===== src/rtl/mips_multicycle_ctrl.sv =====
// Multicycle MIPS32 control unit: Moore sequencing FSM with an ALU decoder and a
// memory-ready handshake that lets FETCH, MEMRD and MEMWR stall.
module mips_multicycle_ctrl #(
  parameter bit USE_MEM_READY = 1'b1
) (
  input  logic       clk,
  input  logic       rst,
  input  logic [5:0] op,
  input  logic [5:0] funct,
  input  logic       zero,
  input  logic       mem_ready,
  output logic       mem_req,
  output logic       pc_en,
  output logic       iord,
  output logic       irwrite,
  output logic       memwrite,
  output logic       regwrite,
  output logic       regdst,
  output logic       memtoreg,
  output logic       alusrca,
  output logic [1:0] alusrcb,
  output logic [1:0] pcsrc,
  output logic [2:0] alucontrol,
  output logic [3:0] state
);

  typedef enum logic [3:0] {
    S_FETCH   = 4'd0,
    S_DECODE  = 4'd1,
    S_MEMADR  = 4'd2,
    S_MEMRD   = 4'd3,
    S_MEMWB   = 4'd4,
    S_MEMWR   = 4'd5,
    S_EXECUTE = 4'd6,
    S_ALUWB   = 4'd7,
    S_BRANCH  = 4'd8,
    S_ADDIEX  = 4'd9,
    S_ADDIWB  = 4'd10,
    S_JUMP    = 4'd11
  } state_t;

  localparam logic [5:0] OP_RTYPE = 6'b000000;
  localparam logic [5:0] OP_LW    = 6'b100011;
  localparam logic [5:0] OP_SW    = 6'b101011;
  localparam logic [5:0] OP_BEQ   = 6'b000100;
  localparam logic [5:0] OP_ADDI  = 6'b001000;
  localparam logic [5:0] OP_J     = 6'b000010;

  localparam logic [2:0] ALU_ADD = 3'b010;
  localparam logic [2:0] ALU_SUB = 3'b110;
  localparam logic [2:0] ALU_AND = 3'b000;
  localparam logic [2:0] ALU_OR  = 3'b001;
  localparam logic [2:0] ALU_SLT = 3'b111;

  state_t     r_state;
  state_t     w_next;
  logic       w_ready;
  logic       w_funct_ok;
  logic [2:0] w_funct_alu;

  assign w_ready = USE_MEM_READY ? mem_ready : 1'b1;
  assign state   = r_state;

  // R-type function decode; unknown codes fall back to add but are flagged
  always_comb begin
    w_funct_ok  = 1'b1;
    w_funct_alu = ALU_ADD;
    case (funct)
      6'b100000: w_funct_alu = ALU_ADD;
      6'b100010: w_funct_alu = ALU_SUB;
      6'b100100: w_funct_alu = ALU_AND;
      6'b100101: w_funct_alu = ALU_OR;
      6'b101010: w_funct_alu = ALU_SLT;
      default:   w_funct_ok  = 1'b0;
    endcase
  end

  always_ff @(posedge clk) begin
    if (!rst) r_state <= S_FETCH;
    else      r_state <= w_next;
  end

  always_comb begin
    w_next = S_FETCH;
    case (r_state)
      S_FETCH:   w_next = w_ready ? S_DECODE : S_FETCH;
      S_DECODE: begin
        case (op)
          OP_LW, OP_SW: w_next = S_MEMADR;
          OP_RTYPE:     w_next = S_EXECUTE;
          OP_BEQ:       w_next = S_BRANCH;
          OP_ADDI:      w_next = S_ADDIEX;
          OP_J:         w_next = S_JUMP;
          default:      w_next = S_FETCH;
        endcase
      end
      S_MEMADR: begin
        if (op == OP_LW)      w_next = S_MEMRD;
        else if (op == OP_SW) w_next = S_MEMWR;
        else                  w_next = S_FETCH;
      end
      S_MEMRD:   w_next = w_ready ? S_MEMWB : S_MEMRD;
      S_MEMWB:   w_next = S_FETCH;
      S_MEMWR:   w_next = w_ready ? S_FETCH : S_MEMWR;
      S_EXECUTE: w_next = w_funct_ok ? S_ALUWB : S_FETCH;
      S_ALUWB:   w_next = S_FETCH;
      S_BRANCH:  w_next = S_FETCH;
      S_ADDIEX:  w_next = S_ADDIWB;
      S_ADDIWB:  w_next = S_FETCH;
      S_JUMP:    w_next = S_FETCH;
      default:   w_next = S_FETCH;
    endcase
  end

  // Moore outputs, except the FETCH handshake strobes and the branch PC load
  always_comb begin
    mem_req    = 1'b0;
    pc_en      = 1'b0;
    iord       = 1'b0;
    irwrite    = 1'b0;
    memwrite   = 1'b0;
    regwrite   = 1'b0;
    regdst     = 1'b0;
    memtoreg   = 1'b0;
    alusrca    = 1'b0;
    alusrcb    = 2'b00;
    pcsrc      = 2'b00;
    alucontrol = ALU_ADD;
    case (r_state)
      S_FETCH: begin
        mem_req = 1'b1;
        alusrcb = 2'b01;
        irwrite = w_ready;
        pc_en   = w_ready;
      end
      S_DECODE:  alusrcb = 2'b11;
      S_MEMADR: begin
        alusrca = 1'b1;
        alusrcb = 2'b10;
      end
      S_MEMRD: begin
        mem_req = 1'b1;
        iord    = 1'b1;
      end
      S_MEMWB: begin
        regwrite = 1'b1;
        memtoreg = 1'b1;
      end
      S_MEMWR: begin
        mem_req  = 1'b1;
        iord     = 1'b1;
        memwrite = 1'b1;
      end
      S_EXECUTE: begin
        alusrca    = 1'b1;
        alucontrol = w_funct_alu;
      end
      S_ALUWB: begin
        regwrite = 1'b1;
        regdst   = 1'b1;
      end
      S_BRANCH: begin
        alusrca    = 1'b1;
        alucontrol = ALU_SUB;
        pcsrc      = 2'b01;
        pc_en      = zero;
      end
      S_ADDIEX: begin
        alusrca = 1'b1;
        alusrcb = 2'b10;
      end
      S_ADDIWB:  regwrite = 1'b1;
      S_JUMP: begin
        pcsrc = 2'b10;
        pc_en = 1'b1;
      end
      default: ;
    endcase
    if (!rst) begin
      mem_req    = 1'b0;
      pc_en      = 1'b0;
      iord       = 1'b0;
      irwrite    = 1'b0;
      memwrite   = 1'b0;
      regwrite   = 1'b0;
      regdst     = 1'b0;
      memtoreg   = 1'b0;
      alusrca    = 1'b0;
      alusrcb    = 2'b00;
      pcsrc      = 2'b00;
      alucontrol = 3'b000;
    end
  end

endmodule


===== config.mk =====
export PLATFORM = sky130hd
export DESIGN_NAME = mips_multicycle_ctrl
export DESIGN_NICKNAME = d
export VERILOG_FILES = /design/src/rtl/mips_multicycle_ctrl.sv
export SDC_FILE = /design/constraint.sdc
export NUM_CORES = 1
export LEC_CHECK = 0
export CAP_MARGIN = 0
export CORE_MARGIN = 2
export CORE_UTILIZATION = 42
export DETAILED_ROUTE_END_ITERATION = 16
export GPL_ROUTABILITY_DRIVEN = 0
export MAX_ROUTING_LAYER = met4
export PLACE_DENSITY = 0.84
export SYNTH_ARGS = -nofsm -noshare
export SYNTH_HDL_FRONTEND = slang
export SYNTH_SLANG_ARGS = --single-unit

===== constraint.sdc =====
create_clock -name clk -period 2.8 [get_ports clk]
set_clock_uncertainty 0.05 [all_clocks]
set_input_delay 0.56 -clock clk [delete_from_list [all_inputs] [get_ports clk]]
set_output_delay 0.56 -clock clk [all_outputs]
set_load 0.005 [all_outputs]

==> results.md <==
* Worst min-delay path class: reg -> reg
* Aggregate routed wire length at between 2000 and 2500 um
* EDFF count, synth at 0
* Maximum number of pins on one net before global-route repair at 18
* Die height at 44.6 um
* Number of nets still failing antenna checks after routing at 0
* Count of distinct cell types in the synthesized netlist at 45
* Number of top-level pins at 36
* Antenna violations before repair at 0
* Skew-Pair Late Insertion Delay at 230 ps
* Clock tree from TritonCTS: yes
* Setup-failing EPs final at 0
* List of cells traversed by the critical path: clkdlybuf4s50_1, nand2b_1, nor2_2, nand3_1, o21bai_1, clkdlybuf4s50_1
* Global-route wire length before repair at around 3300 um
* Critical Path Max Stage Delay at roughly 510 ps
* Bufs on Longest Clock Path at 2
* Overall fraction of global-route tracks in use at between 20% and 30%
* # nets final at between 150 and 200
* Total via count in the routed design at around 900
* Sink count of the clock tree at 4
* Path depth of the worst reg2reg path at 5
* Reg2reg start: state[3]
* Routed length per instance at approximately 14 um
* CTS clk-pin slew, worst paths at roughly 40 ps
* Number of detailed-routing iterations run before antenna repair at 4
* Relative slew margins at 62.5%
* #FFs+latches synth at 4
* Most common cell after layout, fill and taps aside: sky130_fd_sc_hd__clkdlybuf4s50_1
* Share of post-route cells with drive strength above 1 at ~15%
* Setup Total Neg Slack at 0 ps
* Core Box Area at ~1500 um^2
* Element type at the critical path end: output port
* CTS root buf: sky130_fd_sc_hd__clkbuf_4
* Width of the die at around 45 um
* Detailed-route DRC error count at 0
* Std-Cell Rows at 14
* Share of the core filled with cells at 72.5%
* Required time worst endpoint at 2190 ps
* Cell Area, Synth at 693 um^2
* DP HPWL at approximately 1700 um
* Post-layout minimum cycle time at around 2700 ps
* Critical Path Start Type: input port
* R2r endpoint: state[0]
* Kind of critical path: in -> out
* Areal power density over the cells at approximately 200 nW/um^2
* Post-synthesis net count at 114
* Max capacitance violation total at 0
* Number of flip-flops under the largest register name at 4
* Overall Power at roughly 0.22 mW
* Pins over their slew limit at 0
* RSZ-0062 raised after global routing: false
* Leftover overflow at the end of global routing at 0
* Drt via density at a little under 6
* Total die area at 1990 um^2
* Share of flip-flops with an asynchronous set or reset after synthesis at 0%
* Leakage power total at between 0.3 and 0.4 nW
* Final hold violation count at 0
* TritonCTS buffer count at 3
* Highest-count cells in the layout ignoring fill and taps: 34 x sky130_fd_sc_hd__clkdlybuf4s50_1, 8 x sky130_fd_sc_hd__nor2_1, 7 x sky130_fd_sc_hd__a21oi_1, 7 x sky130_fd_sc_hd__buf_4, 6 x sky130_fd_sc_hd__nand2b_1
* Arrival time worst endpoint at ~2100 ps
* Peak fanout along the critical path at 3
* Proportion of synthesized chip area in sequential cells at roughly 12%
* Part of the cycle the worst path needs at between 90% and 100%
* FMAX at roughly 0.37 GHz
* Total of hold buffers inserted after clock tree synthesis at 0
* Hold worst-path end: state[2]
* Cells after Synth at 98
* Worst R2R Setup Slack at between 1000 and 1500 ps
* P&R area growth vs syn at 59.4%
* Status: finished clean
* Peak supply drop at between 0.0003 and 0.0004 V
* Transition time at the pin with the least slew margin at around 560 ps
* Max stage delay cell, worst path: sky130_fd_sc_hd__clkdlybuf4s50_1
* Number of input and output port buffers inserted at 35
* Starting utilization of the core area at a little under half
* YS warnings at 0
* Detailed Route Iter0 Violations at 13
* Count of H-tree levels built during CTS at 1
* Vias in the first global route at 792
* CP dominant cell by count: sky130_fd_sc_hd__clkdlybuf4s50_1
* Cells on Worst Hold Path at 2
* Top_reg_cell synth: sky130_fd_sc_hd__dfxtp_1
* Diode count at 0
* Min-Delay Startpoint: state[3]
* Post-Synthesis Mean Instance Area at just over 7 um^2
metrics by stage:
| step | cells | hold slack, ps | worst slack, ps | area [um^2] |
|---|---|---|---|---|
| after floorplan | 98 | 519 | 966 | 693 |
| after global placement | 150 | 709 | 54.1 | 1080 |
| after detailed placement | 150 | 695 | 8.55 | 1080 |
| after CTS | 153 | 698 | 90.1 | 1100 |
| after global routing | 153 | 758 | 12.3 | 1100 |
| final | 153 | 691 | 89.7 | 1100 |
cells in the mapped netlist (2+ instances only):
cell type                  n  share of area, %
sky130_fd_sc_hd__nand2_1   5               2.7
sky130_fd_sc_hd__or3_1     3               2.7
sky130_fd_sc_hd__buf_2     4               2.9
sky130_fd_sc_hd__nand3b_1  2               2.2
sky130_fd_sc_hd__a31oi_1   3               2.7
sky130_fd_sc_hd__nor4_1    2               1.8
sky130_fd_sc_hd__inv_1     2               1.1
sky130_fd_sc_hd__nor2b_1   4               3.6
sky130_fd_sc_hd__o21ai_0   2               1.4
sky130_fd_sc_hd__nand2b_1  6               5.4
sky130_fd_sc_hd__a21oi_1   7               5.1
sky130_fd_sc_hd__nor3_1    5               3.6
sky130_fd_sc_hd__and2b_1   2               2.2
sky130_fd_sc_hd__mux2_2    3               4.9
sky130_fd_sc_hd__o21bai_1  3               3.2
sky130_fd_sc_hd__dfxtp_1   4                12
sky130_fd_sc_hd__xnor2_1   2               2.5
sky130_fd_sc_hd__nand3_1   3               2.2
sky130_fd_sc_hd__nand4b_1  2               2.5
sky130_fd_sc_hd__nor2_1    9               4.9
worst max-delay path by stage:
stage,from,cells after the start,to
after floorplan,funct[4],3,alucontrol[0]
after global placement,funct[4],5,alucontrol[0]
after detailed placement,funct[4],5,alucontrol[0]
after CTS,funct[4],6,alucontrol[2]
after global routing,funct[4],6,alucontrol[2]
final,funct[4],6,alucontrol[2]
worst max-delay path: cells and delay by family:
kind,cells,cell delay (ps)
buffers and inverters,2,920
AOI/OAI and AO/OA,1,150
and+or+nand+nor,3,480
repair_timing:
item / CTS / global route
pin swaps: 0 / 0
setup endpoints to repair: 1 / 1
gates resized for setup: 1 / 1
buffers inserted: 0 / 0
per-layer routing:
layer / GRT usage (%) / vias to the layer above / part of all wire (%)
li1: - / 449 / -
met1: 24.6 / 410 / 44
met2: 42.0 / 26 / 51
met3: 7.35 / 0 / 5.7
met4: 1.82 / 0 / 0
met5: - / - / 0
logic make-up (layout without fill, tap and decap cells):
kind of cell           count (synthesis)  in the layout  share of synthesized area [%]
buffers and inverters                  8             47                           6.14
AND/OR/NAND/NOR                       57             57                           51.1
AO/OA/AOI/OAI                         23             23                           22.6
flip-flops                             4              4                           11.6
multiplexers                           3              3                           4.87
XOR/XNOR                               3              3                           3.79
cell type report:
| cell class | count | area (um^2) |
|---|---|---|
| multi-input cells | 86 | 573 |
| repair buffers | 42 | 402 |
| clock buffers | 3 | 22.5 |
| flip-flops and latches | 4 | 80.1 |
| fillers | 125 | 419 |
| well taps | 16 | 20.0 |
| inverters | 2 | 7.51 |
where the power goes:
part | internal (mW) | switching [mW]
Combinational | 0.0491 | 0.0319
Sequential | 0.0584 | 0.00477
Clock | 0.0479 | 0.0235
Note: power is estimated with default switching activity, not from simulation.
